## src/rtl/fpmul_issue64.sv

```systemverilog
// Issue/credit wrapper around an external fixed-latency 64-bit multiplier.
// Results return through a tagged, strictly in-order result FIFO.
module fpmul_issue64 #(
  parameter int MUL_LAT = 2,
  parameter int DEPTH   = 4
) (
  input  logic        clk,
  input  logic        rst,
  input  logic        in_valid,
  output logic        in_ready,
  input  logic [63:0] in_A,
  input  logic [63:0] in_B,
  input  logic        in_rnd,
  input  logic [3:0]  in_tag,
  output logic [63:0] mul_A,
  output logic [63:0] mul_B,
  output logic        mul_rnd,
  input  logic [63:0] mul_res,
  output logic        out_valid,
  input  logic        out_ready,
  output logic [63:0] out_data,
  output logic [3:0]  out_tag,
  output logic        busy
);

  localparam int PIPE = MUL_LAT + 1;
  localparam int PW   = $clog2(DEPTH);
  localparam int CW   = PW + 1;
  localparam int OW   = 8;

  logic [PIPE-1:0] vld_pipe;
  logic [3:0]      tag_pipe [PIPE];
  logic [63:0]     data_mem [DEPTH];
  logic [3:0]      tag_mem  [DEPTH];
  logic [PW-1:0]   wr_ptr;
  logic [PW-1:0]   rd_ptr;
  logic [CW-1:0]   fifo_count;
  logic [OW-1:0]   inflight;
  logic [OW-1:0]   occupancy;
  logic            issue;
  logic            push;
  logic            pop;

  // Handshakes: a transfer happens on a rising edge where valid and ready are
  // both 1. Valid never waits on ready; in_ready depends only on state and rst.
  assign issue = in_valid && in_ready;
  assign pop   = out_valid && out_ready;
  assign push  = vld_pipe[PIPE-1];

  always_comb begin
    inflight = '0;
    for (int i = 0; i < PIPE; i++) begin
      inflight = inflight + OW'(vld_pipe[i]);
    end
  end

  // Credit covers the whole round trip; a pop in this cycle frees credit next cycle.
  assign occupancy = OW'(fifo_count) + inflight;
  assign in_ready  = !rst && (occupancy < OW'(DEPTH));

  always_ff @(posedge clk or posedge rst) begin
    if (rst) begin
      mul_A   <= '0;
      mul_B   <= '0;
      mul_rnd <= 1'b0;
    end else if (issue) begin
      mul_A   <= in_A;
      mul_B   <= in_B;
      mul_rnd <= in_rnd;
    end
  end

  // Valid/tag shadow of the multiplier; the last stage lines up with mul_res.
  always_ff @(posedge clk or posedge rst) begin
    if (rst) begin
      vld_pipe <= '0;
      for (int i = 0; i < PIPE; i++) begin
        tag_pipe[i] <= '0;
      end
    end else begin
      vld_pipe    <= {vld_pipe[PIPE-2:0], issue};
      tag_pipe[0] <= in_tag;
      for (int i = 1; i < PIPE; i++) begin
        tag_pipe[i] <= tag_pipe[i-1];
      end
    end
  end

  always_ff @(posedge clk) begin
    if (push) begin
      data_mem[wr_ptr] <= mul_res;
      tag_mem[wr_ptr]  <= tag_pipe[PIPE-1];
    end
  end

  always_ff @(posedge clk or posedge rst) begin
    if (rst) begin
      wr_ptr     <= '0;
      rd_ptr     <= '0;
      fifo_count <= '0;
    end else begin
      if (push) begin
        wr_ptr <= wr_ptr + 1'b1;
      end
      if (pop) begin
        rd_ptr <= rd_ptr + 1'b1;
      end
      case ({push, pop})
        2'b10:   fifo_count <= fifo_count + 1'b1;
        2'b01:   fifo_count <= fifo_count - 1'b1;
        default: fifo_count <= fifo_count;
      endcase
    end
  end

  assign out_valid = (fifo_count != '0);
  assign out_data  = out_valid ? data_mem[rd_ptr] : '0;
  assign out_tag   = out_valid ? tag_mem[rd_ptr]  : '0;
  assign busy      = (inflight != '0) || (fifo_count != '0);

  // The credit rule means a full FIFO can never have a result arriving.
  a_no_push_full: assert property (@(posedge clk) disable iff (rst)
    push |-> (fifo_count < CW'(DEPTH)));
  a_count_range: assert property (@(posedge clk) disable iff (rst)
    fifo_count <= CW'(DEPTH));

endmodule

```

## config.mk

```make
export PLATFORM = sky130hd
export DESIGN_NAME = fpmul_issue64
export DESIGN_NICKNAME = d
export VERILOG_FILES = /design/src/rtl/fpmul_issue64.sv
export SDC_FILE = /design/constraint.sdc
export NUM_CORES = 1
export LEC_CHECK = 0
export BUFFER_PORTS_ARGS = -buffer_cell sky130_fd_sc_hd__buf_2
export CORE_MARGIN = 2
export CORE_UTILIZATION = 48
export DETAILED_ROUTE_END_ITERATION = 10
export MAX_ROUTING_LAYER = met4
export PLACE_DENSITY = 0.76
export SYNTH_ARGS = -nofsm -noshare
export SYNTH_HDL_FRONTEND = slang
export SYNTH_SLANG_ARGS = --single-unit
```

## constraint.sdc

```tcl
create_clock -name clk -period 4.5 [get_ports clk]
set_input_delay 0.225 -clock clk [delete_from_list [all_inputs] [get_ports clk]]
set_output_delay 0.225 -clock clk [all_outputs]
set_load 0.02 [all_outputs]
```

# Word level (Yosys, flattened, before mapping)
# Memory sizes are Yosys's and may differ from the RTL's.
# Cells that the tools add are included.
# totals
regBits	151
ramBits	272
in_bits	201
out_inout_bits	200
word_cells	35
n_memories	2
# memory_table
memory	words	word_bits	read_ports	rd_ports_with_merged_regs	wr	line	source
data_mem	4	64	1	0	1	33	logic [63:0] data_mem [DEPTH];
tag_mem	4	4	1	0	1	34	logic [3:0] tag_mem [DEPTH];
# op_classes
add_sub_neg	7
n_lt_le_gt_ge	1
eq_ne	2
mux	5
n_reduce_logical	8
# ops
operator	n
$mux 64	1
$reduce_bool 8->1	1
$pmux 3 s2	1
$add 2x1->2 const B	2
$add 3x3->4	1
$lt 4x3->1 const B	1
$mux 4	1
$add 2x1->3	1
$add 3x1->3 const B	1
$logic_and 1x1->1	3
$reduce_bool 3->1	1
$sub 3x1->3 const B	1
$add 1x1->2	1
$eq 2x1->1 const B	1
$eq 2x2->1 const B	1
$mux 1	2
$reduce_bool 2->1	1
$logic_not 1->1	1
$logic_or 1x1->1	1

# Longest topological paths before layout
# Gate-level depths: netlist of run 1.
# logic_depth
word_depth	6
ltp_mapped	9
mapped_depth_nobuf	8

# Worst setup path before layout of run 1
# OpenSTA, ideal clock, no wires.
# synth_timing
path_type	register -> register
from	register wr_ptr[0]
to	memory data_mem[0][0], enable pin
setup_time_ns	0.433
arrival_time_ns	2.216
required_ns	4.067
slack_ns	1.851
path_stages_with_launch	4
n_path_buf	0
synth_period_minus_slack_ns	2.649
cell_sequence	dfrtp_1 -> inv_1 -> ha_1 -> and2_1
# synth_lines
item	line	source
start: declaration	35	logic [PW-1:0] wr_ptr;
start signal: assignment	103	wr_ptr <= wr_ptr + 1'b1;
end: declaration	33	
# No word-level cell before the write port.

# Worst setup path in the final report of run 1
# layout_timing
from	register vld_pipe[2]
to	register mul_A[54]
# layout_between
elab_chain_len	5
# layout_lines
item	line	source
start: declaration	31	logic [PIPE-1:0] vld_pipe;
start signal: assignment	81	vld_pipe <= {vld_pipe[PIPE-2:0], issue};
$add 2x1->3	53	inflight = inflight + OW'(vld_pipe[i]);
$add 3x3->4	58	assign occupancy = OW'(fifo_count) + inflight;
$lt 4x3->1	59	assign in_ready = !rst && (occupancy < OW'(DEPTH));
$logic_and 1x1->1	59	
$logic_and 1x1->1	46	assign issue = in_valid && in_ready;
end signal: assignment	67	mul_A <= in_A;
end: declaration	15	output logic [63:0] mul_A,
# Every way passes these cells.
# A chain may end at the register's enable or synchronous reset.

==> summary.txt, run 1 <==
Min path
  • Hold depth: 3
  • Hold Path End: rd_ptr[1]
  • Worst hold start: out_ready
  • Hold/Removal Path Class: input port to flip-flop

STA
  • Fin Setup TNS: 0 ns
  • Maximum clock rate: 334 MHz
  • Tcrit/Tclk final: 66.5%
  • RSZ-0062 raised after global routing: false
  • Period minus WS final: 2.99 ns
  • Hold Vio Cnt, Final: 0
  • Final Max Tran Viols: 0
  • Worst slew margin: 32.6%
  • Clock Skews: 0.0144 ns
  • Setup slack after layout: 1.51 ns
  • Setup Viol. Count Final: 0
  • Least-Margin Pin Slew: 1.01 ns
  • WHS: 0.0382 ns

Critical path
  • Crit Path Max Fanout: 38
  • Crit. End Element: flip-flop
  • Reg-to-reg critical path endpoint: mul_A[54]
  • Worst EP arrival: 3.41 ns
  • R2r worst-path depth: 6
  • Crit Path Category: flip-flop to flip-flop
  • Worst R2R Setup Slack: 1.51 ns
  • Critical R2R Launch: vld_pipe[2]
  • CP Launch Type: flip-flop
  • Worst path required time: 4.92 ns

GRT
  • First-pass GRT wire length: 59400 µm
  • Met2 Usage GRT: 38.5%
  • Number of global-route vias before repair: 10400
  • Met3 usage: 4.94%
  • Top Usage Layer GRT: met2
  • Routing usage on met1: 26.3%
  • Initial antenna violation count: 1
  • GR Util All Layers: 22.7%
  • Largest net degree at the start of global routing: 115
  • GRT overflow: 0

Yosys
  • Syn Inst Count: 764
  • Largest family of logic cells by synthesized area: multiplexers
  • Synth Area in Simple Gates: 3.08%
  • YS warnings: 0
  • Syn nets: 973
  • Compound-Gate Fraction of Synth Area: 0.0306%
  • Register area share after synthesis: 73.0%
  • Seq cells post-synth: 423
  • XOR/XNOR share of the synthesized area: 0.321%
  • Netlist Area Pre-Place: 0.0164 mm²
  • Post-synthesis mux area share: 20.6%
  • Syn avg cell area: 21.4 µm²
  • Top-area cell type share of the netlist area: 49.9%
  • Synthesized-area fraction occupied by adder cells: 0.703%
  • Area leader, netlist: edfxtp_1
  • Area contributors post-synth: edfxtp_1 50%, dfrtp_1 23%, mux4_2 9.4%
  • Synth cell types: 24

Clocking
  • Worst-Skew Late Latency: 0.54 ns
  • Clock Path Buffers: 3
  • Reg clk slew, reported paths: 0.06 ns
  • CTS tree: yes
  • H-tree depth: 2
  • # resized after CTS: 0
  • CTS Buf Count: 43
  • CTS sink cnt: 423
  • Root buf cell: clkbuf_16

Routing
  • First drt pass iteration count: 4
  • Drt first-iter violations: 507
  • Post-DRT Antenna Nets: 0
  • Via/cell ratio: 5.06
  • DR vias: 9414
  • DR WL/cell: 21.1 µm
  • Final wirelength: 39200 µm
  • Residual DRC count: 0

Placed design
  • I/O Buffers: 400
  • Worst slack, placed: 1.49 ns
  • Gpl congestion: 0.826
  • Post-DP HPWL: 23000 µm

Die
  • Die Width: 189 µm
  • Die Ht: 189 µm
  • Row count: 67
  • Core ar.: 0.0335 mm²
  • Initial core utilization: 48.8%
  • Die area: 0.0356 mm²
  • I/O pin cnt: 401

Final layout
  • Synthesis-to-finish area growth: 34.4%
  • Final nets: 1588
  • Layout cells sized above 1: 47.8%

Run status
  • Status: finished clean

Flow run
  • Max-cap violations: 0

Power
  • P_leak: 8.95 nW
  • Pwr Density: 651 mW/mm²
  • Max VDD drop: 0.459 mV
synthesized netlist by cell type (all sizes together):
library cell / instances
fa: 2
mux2i: 1
buf: 26
and2: 74
clkbuf: 13
xnor2: 2
o21ai: 1
nand2: 1
xor2: 4
mux2: 129
mux4: 68
and3: 1
nor2: 1
nand3: 2
nor3: 1
or3: 2
inv: 7
ha: 6
dfrtp: 151
edfxtp: 272
metal layers:
metal | up-vias | routed length, µm
li1 | 4166 | -
met1 | 4788 | 14800
met2 | 373 | 20200
met3 | 87 | 2550
met4 | 0 | 1560
met5 | - | 0
flip-flops by register name, summed over array words and instances, names as in the netlist:
name,count
data_mem,256
mul_A,64
mul_B,64
tag_mem,16
tag_pipe,12
fifo_count,3
vld_pipe,3
rd_ptr,2
wr_ptr,2
mul_rnd,1
stage by stage:
stage | cell area, µm² | cells | util (%) | total power [W]
2_1_floorplan | 16400 | 764 | - | 0.00915
3_3_place_gp | 18700 | 1584 | 55.8 | 0.0108
3_5_place_dp | 18700 | 1584 | 55.8 | 0.0109
4_1_cts | 22000 | 1859 | 65.6 | 0.0144
5_1_grt | 22000 | 1860 | 65.6 | 0.0149
6_report | 22000 | 1860 | 65.6 | 0.0143
cells in the final DEF (no fill, tap or decap), drive strengths merged:
cell / synthesis / routed
dlygate4sd3: 0 / 198
nor3: 1 / 1
xor2: 4 / 4
or3: 2 / 2
fa: 2 / 2
buf: 26 / 411
nand3: 2 / 2
edfxtp: 272 / 272
diode: 0 / 1
inv: 7 / 8
ha: 6 / 6
clkbuf: 13 / 60
mux2i: 1 / 1
nand2: 1 / 1
o21ai: 1 / 1
xnor2: 2 / 2
dfrtp: 151 / 151
nor2: 1 / 1
and3: 1 / 1
clkinv: 0 / 14
mux2: 129 / 129
and2: 74 / 74
clkinvlp: 0 / 1
mux4: 68 / 68
bufinv: 0 / 1
critical path, stage by stage, from the launching register on:
cell and delay, ns:
dfrtp_1 0.47, fa_1 0.42, ha_1 0.19, nor3_1 0.22, and3_4 0.58, buf_4 0.56
mux2_2 0.41
logic make-up (layout without fill, tap and decap cells):
logic type	count (synthesis)	count (layout)
buf+inv	46	693
compound gates	1	1
other cells	0	1
fa+ha+maj	8	8
xor+xnor	6	6
simple gates	82	82
flops	423	423
mux	198	198
area by class of cell:
type	count	area (µm²)
antenna	1	2.50
clock buffer	60	1180
clock inverter	17	124
fill	2212	11500
inverter	7	31.3
multi-input combinational	295	4060
sequential	423	12000
tap	448	561
timing repair buffer	609	4090
how the worst max path moves through the flow:
stage / cells after the start / startpoint / endpoint
after floorplan: 1 / rst / fifo_count[0]
after CTS: 4 / rd_ptr[0] / out_data[3]
after global placement: 6 / vld_pipe[2] / mul_A[54]
after detailed placement: 6 / vld_pipe[2] / mul_A[42]
after global routing: 4 / rd_ptr[0] / out_data[54]
final: 6 / vld_pipe[2] / mul_A[54]
where the power goes:
group	internal, W	switching, W	total (W)
registers	0.00498	0.000649	0.00563
logic	0.00250	0.00286	0.00536
clock network	0.00189	0.00143	0.00332
repair_timing:
| item | in CTS | in global routing |
|---|---|---|
| endpoints found under the hold margin | 471 | 0 |
| setup buffers | 0 | 0 |
| hold buffers | 198 | 0 |
| endpoints found under the setup margin | 0 | 0 |
No activity file was read; power rests on OpenSTA's default activity.
==> inputs of run 2 (changes only) <==
--- a/config.mk
+++ b/config.mk
@@ -5,12 +5,13 @@
 export SDC_FILE = /design/constraint.sdc
 export NUM_CORES = 1
 export LEC_CHECK = 0
+export ABC_AREA = 1
 export BUFFER_PORTS_ARGS = -buffer_cell sky130_fd_sc_hd__buf_2
 export CORE_MARGIN = 2
-export CORE_UTILIZATION = 48
+export CORE_UTILIZATION = 49
 export DETAILED_ROUTE_END_ITERATION = 10
 export MAX_ROUTING_LAYER = met4
-export PLACE_DENSITY = 0.76
+export PLACE_DENSITY = 0.77
 export SYNTH_ARGS = -nofsm -noshare
 export SYNTH_HDL_FRONTEND = slang
 export SYNTH_SLANG_ARGS = --single-unit
==> constraint.sdc (replaced) <==
create_clock -name clk -period 2.5 [get_ports clk]
set_input_delay 0.125 -clock clk [delete_from_list [all_inputs] [get_ports clk]]
set_output_delay 0.125 -clock clk [all_outputs]
set_load 0.02 [all_outputs]
==> summary.txt, run 2 <==
STA
  • Setup Viol. Count Final: 0 (unchanged)
  • Worst slew margin: 42.7% (+10 points)
  • RSZ-0062 raised after global routing: false
  • Setup slack after layout: 0.129 ns (-1.38 ns)
  • Least-Margin Pin Slew: 0.860 ns (-0.151 ns)
  • Clock Skews: 0.0161 ns (+0.00176 ns)
  • Hold Vio Cnt, Final: 0 (unchanged)
  • Maximum clock rate: 422 MHz
  • Final Max Tran Viols: 0 (unchanged)
  • Period minus WS final: 2.37 ns
  • Tcrit/Tclk final: 94.8%

Critical path
  • Crit Path Category: flip-flop to output port
  • Worst path top cell family by delay: adder cells
  • CP Depth: 7 (+1)
  • Reg-to-reg critical path endpoint: mul_A[33]
  • Crit-path cells: fa_1 > ha_1 > nand3_4 > buf_4 > nand2_1 > inv_1 > buf_2
  • Worst path required time: 2.38 ns (-2.54 ns)
  • Worst EP arrival: 2.25 ns (-1.16 ns)
  • CP peak stage delay: 0.44 ns (-0.14 ns)
  • CP Launch Type: flip-flop
  • Crit path buf inv count: 3 (+2)
  • R2r worst-path depth: 9 (+3)
  • Crit. End Element: output port
  • Crit-path slowest cell: fa_1
  • Critical path origin: vld_pipe[0]
  • CP Capture Point: in_ready
  • Worst R2R Setup Slack: 0.19 ns (-1.32 ns)
  • Critical R2R Launch: vld_pipe[0]
  • Crit Path Max Fanout: 9 (-76%)

Yosys
  • Syn Inst Count: 1659 (+120%)
  • Area contributors post-synth: edfxtp_1 47%, dfrtp_1 22%, nand2_1 15%
  • Top-area cell type share of the netlist area: 47.1% (-2.7 points)
  • Area leader, netlist: edfxtp_1
  • Seq cells post-synth: 423 (unchanged)
  • XOR/XNOR share of the synthesized area: 0.152% (-0.17 points)
  • Synth cell types: 21 (-13%)
  • EDFF count, synth: 272 (unchanged)
  • YS warnings: 0 (unchanged)
  • FFs w/ async S/R, synth: 35.7% (unchanged)
  • Most frequent cells after synthesis: 683 x nand2_1, 272 x edfxtp_1, 153 x inv_1, 151 x dfrtp_1, 131 x nand4_1
  • Compound-Gate Fraction of Synth Area: 2.05% (+2.0 points)
  • Dominant synthesized flop cell: edfxtp_1
  • Largest family of logic cells by synthesized area: simple AND/OR/NAND/NOR gates
  • Netlist Area Pre-Place: 0.0173 mm² (+5.8%)
  • Syn nets: 1868 (+92%)
  • Synthesized-area fraction occupied by adder cells: 0.664% (-0.039 points)
  • Top-count cell post-synth: nand2_1
  • Post-synthesis mux area share: 0% (-21 points)
  • Register area share after synthesis: 68.9% (-4.0 points)
  • Syn avg cell area: 10.4 µm² (-51%)
  • Synth Area in Simple Gates: 21.8% (+19 points)

Final layout
  • Post-Route Utilization: 67.1% (+1.5 points)
  • Final nets: 2437 (+53%)
  • Max reg flops: 256 (unchanged)
  • Commonest non-fill, non-tap cell in the layout: nand2_1
  • Synthesis-to-finish area growth: 34.4% (about the same)
  • Layout cells sized above 1: 22.9% (-25 points)
  • Top reg by flops: data_mem
  • Final instance area: 0.0233 mm² (+5.8%)
  • Non-filler cells, final: 2722 (+46%)
  • Largest regs: data_mem x256, mul_A x64, mul_B x64
  • Most frequent cells in the layout: 683 x nand2_1, 399 x buf_2, 272 x edfxtp_1

Placed design
  • I/O Buffers: 400 (unchanged)
  • Gpl congestion: 0.828 (+0.15%)
  • Worst slack, placed: 0.265 ns (-1.23 ns)
  • Placed inst area: 0.0198 mm² (+5.9%)
  • Post-DP HPWL: 26800 µm (+17%)
  • Placed cells: 2433 (+54%)

GRT
  • First-pass GRT wire length: 76100 µm (+28%)
  • Number of global-route vias before repair: 14400 (+39%)
  • GRT overflow: 0 (unchanged)
  • Initial antenna violation count: 3 (+2)
  • GR Util All Layers: 27.4% (+4.7 points)
  • Largest net degree at the start of global routing: 152 (+32%)

Routing
  • First drt pass iteration count: 5 (+1)
  • DR WL/cell: 18.3 µm (-13%)
  • Post-DRT Antenna Nets: 0 (unchanged)
  • Residual DRC count: 0 (unchanged)
  • Final wirelength: 49900 µm (+27%)
  • Drt first-iter violations: 1268 (+150%)
  • DR vias: 14300 (+52%)
  • Via/cell ratio: 5.26 (+4.0%)

Clocking
  • CTS tree: yes
  • CTS Buf Count: 43 (unchanged)
  • Worst-Skew Late Latency: 0.55 ns (about the same)
  • CTS sink cnt: 423 (unchanged)
  • Reg clk slew, reported paths: 0.06 ns (about the same)
  • H-tree depth: 2 (unchanged)
  • Root buf cell: clkbuf_16
  • Clock Path Buffers: 3 (unchanged)

Die
  • Row count: 68 (+1.5%)
  • Core ar.: 0.0347 mm² (+3.5%)
  • Die Ht: 192 µm (+1.8%)
  • I/O pin cnt: 401 (unchanged)
  • Initial core utilization: 49.9% (+1.1 points)
  • Die area: 0.0369 mm² (+3.6%)
  • Die Width: 192 µm (+1.8%)

Power
  • Max VDD drop: 0.872 mV (+90%)
  • Pwr Density: 1170 mW/mm² (+80%)
  • P_leak: 11.1 nW (+24%)
  • Total Power: 0.0273 W (+90%)

Min path
  • Hold depth: 2 (-1)
  • Hold/Removal Path Class: input port to flip-flop

Flow run
  • Max-cap violations: 0 (unchanged)

Run status
  • Status: finished clean
## run 2: area by class of cell
class / instances / area [µm²]
flip-flops and latches: 423 / 12000
fillers: 2405 / 11400
repair buffers: 633 / 4470
multi-input cells: 971 / 4280
clock buffers: 50 / 1130
inverters: 156 / 597
well taps: 455 / 569
clock inverters: 30 / 272
diodes: 4 / 10.0
## run 2: logic make-up after synthesis
kind of cell / after synthesis
flip-flops: 423
AND/OR/NAND/NOR: 889
AO/OA/AOI/OAI: 71
buffers and inverters: 265
XOR/XNOR: 3
adder cells (fa/ha/maj): 8
## run 2: routing by layer
layer,wire [µm],GRT usage [%],share of wire [%]
met5,0,-,0
met4,2270,12.2,4.6
met3,4100,5.17,8.2
met2,24900,45.5,50
met1,18700,32.7,37
## run 2: how the worst min path moves through the flow
stage          slack (ns)  startpoint           end
2_1_floorplan        0.16   in_tag[2]  tag_pipe[10]
3_3_place_gp         0.24   in_tag[0]   tag_pipe[8]
3_5_place_dp         0.24   in_tag[1]   tag_pipe[9]
4_1_cts              0.23   in_tag[1]   tag_pipe[9]
5_1_grt              0.26   in_tag[3]  tag_pipe[11]
6_report             0.26   in_tag[0]   tag_pipe[8]
## run 2: power by group
part	internal (W)	switching, W	total, W
Clock	0.00369	0.00269	0.00637
Combinational	0.00346	0.00775	0.0112
Sequential	0.00893	0.000742	0.00968
## run 2: what timing repair did
action | CTS | global route
pin swaps | 1 | 0
resized for setup | 1 | 2
setup buffers | 2 | 3
hold buffers | 200 | 0
endpoints found under the hold margin | 542 | 0
setup endpoints to repair | 1 | 8
## run 2: metrics by stage
step	hold WS (ns)	TNS, ns
final	0.257	0
after global routing	0.258	0
after CTS	0.233	0
after detailed placement	0.237	0
after global placement	0.235	0
after floorplan	0.156	-111.04
==> inputs of run 3 (changes only) <==
--- a/config.mk
+++ b/config.mk
@@ -8,10 +8,12 @@
 export ABC_AREA = 1
 export BUFFER_PORTS_ARGS = -buffer_cell sky130_fd_sc_hd__buf_2
 export CORE_MARGIN = 2
-export CORE_UTILIZATION = 49
+export CORE_UTILIZATION = 50
+export CTS_BUF_LIST = sky130_fd_sc_hd__clkbuf_8
 export DETAILED_ROUTE_END_ITERATION = 10
 export MAX_ROUTING_LAYER = met4
-export PLACE_DENSITY = 0.77
+export PLACE_DENSITY = 0.78
+export RECOVER_POWER = 100
 export SYNTH_ARGS = -nofsm -noshare
 export SYNTH_HDL_FRONTEND = slang
 export SYNTH_SLANG_ARGS = --single-unit
==> summary.txt, run 3 (synthesis results as in run 2) <==
Die
  • Die Ht: 190 µm (-0.98%)
  • Die area: 0.0362 mm² (-2.0%)
  • I/O pin cnt: 401 (unchanged)
  • Core ar.: 0.0344 mm² (-0.98%)
  • Die Width: 190 µm (-0.98%)
  • Row count: 68 (unchanged)
  • Initial core utilization: 50.4% (+0.49 points)

Critical path
  • Crit Path Category: flip-flop to flip-flop
  • Crit-path cells: fa_2 > ha_4 > nand3_4 > bufbuf_16 > nand4_1 > dlygate4sd3_1 > nand2_1
  • Worst path required time: 2.95 ns (+0.57 ns)
  • CP peak stage delay: 0.54 ns (+0.10 ns)
  • Crit Path Max Fanout: 26 (+17)
  • CP Launch Type: flip-flop
  • Worst EP arrival: 2.88 ns (+0.63 ns)
  • Crit. End Element: flip-flop
  • Crit-path slowest cell: dlygate4sd3_1

Final layout
  • Most frequent cells in the layout: 683 x nand2_1, 272 x edfxtp_1, 204 x buf_2
  • Synthesis-to-finish area growth: 34.0%
  • Non-filler cells, final: 2784 (+2.3%)
  • Commonest non-fill, non-tap cell in the layout: nand2_1
  • Top reg by flops: data_mem
  • Max reg flops: 256 (unchanged)
  • Largest regs: data_mem x256, mul_A x64, mul_B x64
  • Final nets: 2484 (+1.9%)
  • Final instance area: 0.0232 mm² (-0.31%)
  • Layout cells sized above 1: 15.6% (-7.3 points)

STA
  • Fin Setup TNS: 0 ns (unchanged)
  • Final Max Tran Viols: 0 (unchanged)
  • Least-Margin Pin Slew: 1.37 ns (+0.510 ns)
  • Period minus WS final: 2.43 ns (+0.0576 ns)
  • Hold Vio Cnt, Final: 0 (unchanged)
  • Tcrit/Tclk final: 97.1% (+2.3 points)
  • Setup Viol. Count Final: 0 (unchanged)
  • Clock Skews: 0.0334 ns (+0.0173 ns)
  • Maximum clock rate: 412 MHz (-2.4%)
  • WHS: 0.201 ns (-0.0561 ns)
  • Worst slew margin: 8.71% (-34 points)

Routing
  • Final wirelength: 52800 µm (+5.8%)
  • Post-DRT Antenna Nets: 0 (unchanged)
  • First drt pass iteration count: 5 (unchanged)
  • DR vias: 14800 (+3.0%)
  • Drt first-iter violations: 1202 (-5.2%)
  • Via/cell ratio: 5.30 (+0.69%)
  • Residual DRC count: 0 (unchanged)
  • DR WL/cell: 19.0 µm (+3.4%)

Clocking
  • Reg clk slew, reported paths: 0.06 ns (about the same)
  • CTS sink cnt: 423 (unchanged)
  • H-tree depth: 3 (+1)
  • Worst-Skew Late Latency: 0.59 ns (+0.04 ns)
  • CTS Buf Count: 69 (+60%)
  • Root buf cell: clkbuf_8
  • CTS tree: yes
  • Clock Path Buffers: 3 (unchanged)

Placed design
  • Gpl congestion: 0.861 (+4.0%)
  • Post-DP HPWL: 28400 µm (+5.8%)
  • I/O Buffers: 400 (unchanged)
  • Placed cells: 2445 (+0.49%)
  • Placed inst area: 0.0199 mm² (+0.56%)

Power
  • Switching Share: 42.7% (+1.7 points)
  • P_leak: 10.7 nW (-3.3%)
  • Total Power: 0.0268 W (-1.6%)
  • Clock power frac: 21.4% (-2.0 points)
  • Max VDD drop: 0.638 mV (-27%)
  • Pwr Density: 1160 mW/mm² (-1.3%)
  • Psw: 0.0115 W (+2.4%)
  • Sequential power share: 36.4% (+0.9 points)
  • Design internal power: 0.0154 W (-4.3%)
  • Comb power frac: 42.2% (+1.1 points)

Run status
  • Status: finished clean

GRT
  • First-pass GRT wire length: 79600 µm (+4.6%)
  • GR Util All Layers: 29.3% (+1.9 points)
  • Largest net degree at the start of global routing: 152 (unchanged)
  • Initial antenna violation count: 0 (-3)
  • GRT overflow: 0 (unchanged)
  • Number of global-route vias before repair: 14900 (+3.1%)

Flow run
  • Max-cap violations: 0 (unchanged)

Min path
  • Hold/Removal Path Class: input port to flip-flop
[run 3: changes by cell type in the layout (fill, tap and decap cells not counted), moves of 3 or more]
cell / delta
diode_2: -3
buf_4: +7
clkbuf_2: +7
clkinv_1: +4
inv_1: +23
inv_2: +3
buf_2: -195
clkinv_2: -11
bufinv_16: -3
bufbuf_16: +5
buf_12: -6
clkbuf_1: +191
clkbuf_8: +79
clkbuf_16: -43
[run 3: critical path: cells and delay by family, from the launching register on]
| family | cells | cell delay [ns] |
|---|---|---|
| simple gates | 3 | 0.28 |
| buf+inv | 2 | 0.89 |
| flops | 1 | 0.41 |
| fa+ha+maj | 2 | 0.72 |
[run 3: repair_timing]
| action | CTS | global route |
|---|---|---|
| hold endpoints to repair | 542 | 0 |
| buffers inserted | 1 | 5 |
| gates cloned | 5 | 1 |
| hold buffers | 203 | 0 |
| pin swaps | 1 | 2 |
| setup endpoints to repair | 1 | 18 |
| resized for setup | 3 | 4 |
[run 3: per-stage QoR]
stage,setup slack (ns),utilization [%]
floorplan,-0.859,-
detailed placement,0.268,58.0
CTS,0.0309,68.3
global placement,0.341,58.0
global route,-0.000414,67.5
finish,0.0716,67.5
[run 3: layer usage]
layer / global-route usage, % / vias to the layer above / part of all wire [%]
li1: - / 6702 / -
met1: 32.7 / 7023 / 36
met2: 49.0 / 839 / 50
met3: 6.81 / 193 / 9.4
met4: 15.6 / 0 / 5.4
met5: - / - / 0
[run 3: layout make-up]
| class | count | area [µm²] |
|---|---|---|
| flip-flops and latches | 423 | 12000 |
| clock buffers | 80 | 1100 |
| inverters | 156 | 597 |
| clock inverters | 44 | 221 |
| diodes | 1 | 2.50 |
| multi-input cells | 971 | 4290 |
| well taps | 455 | 569 |
| fillers | 2522 | 11200 |
| repair buffers | 654 | 4480 |
[run 3: path summary, 6_finish.rpt]
path	from	end	slack [ns]	cells after the start
max in group asynchronous	rst	rd_ptr[0]	0.77	4
worst min-delay path	in_tag[0]	tag_pipe[8]	0.20	2
worst max-delay path	vld_pipe[2]	mul_B[0]	0.07	7
worst min register to register	tag_pipe[5]	tag_pipe[1]	0.34	0
min in group asynchronous	rst	vld_pipe[2]	0.67	4
worst max register to register	vld_pipe[2]	mul_B[0]	0.07	7
[run 3: power groups by stage]
| stage | logic, W | registers (W) | clock network (W) |
|---|---|---|---|
| 6_report | 0.0113 | 0.00976 | 0.00575 |
| 3_3_place_gp | 0.0105 | 0.00968 | 0 |
| 4_1_cts | 0.0113 | 0.00961 | 0.00584 |
| 2_1_floorplan | 0.00560 | 0.0109 | 0 |
| 5_1_grt | 0.0122 | 0.00987 | 0.00616 |
| 3_5_place_dp | 0.0107 | 0.00971 | 0 |
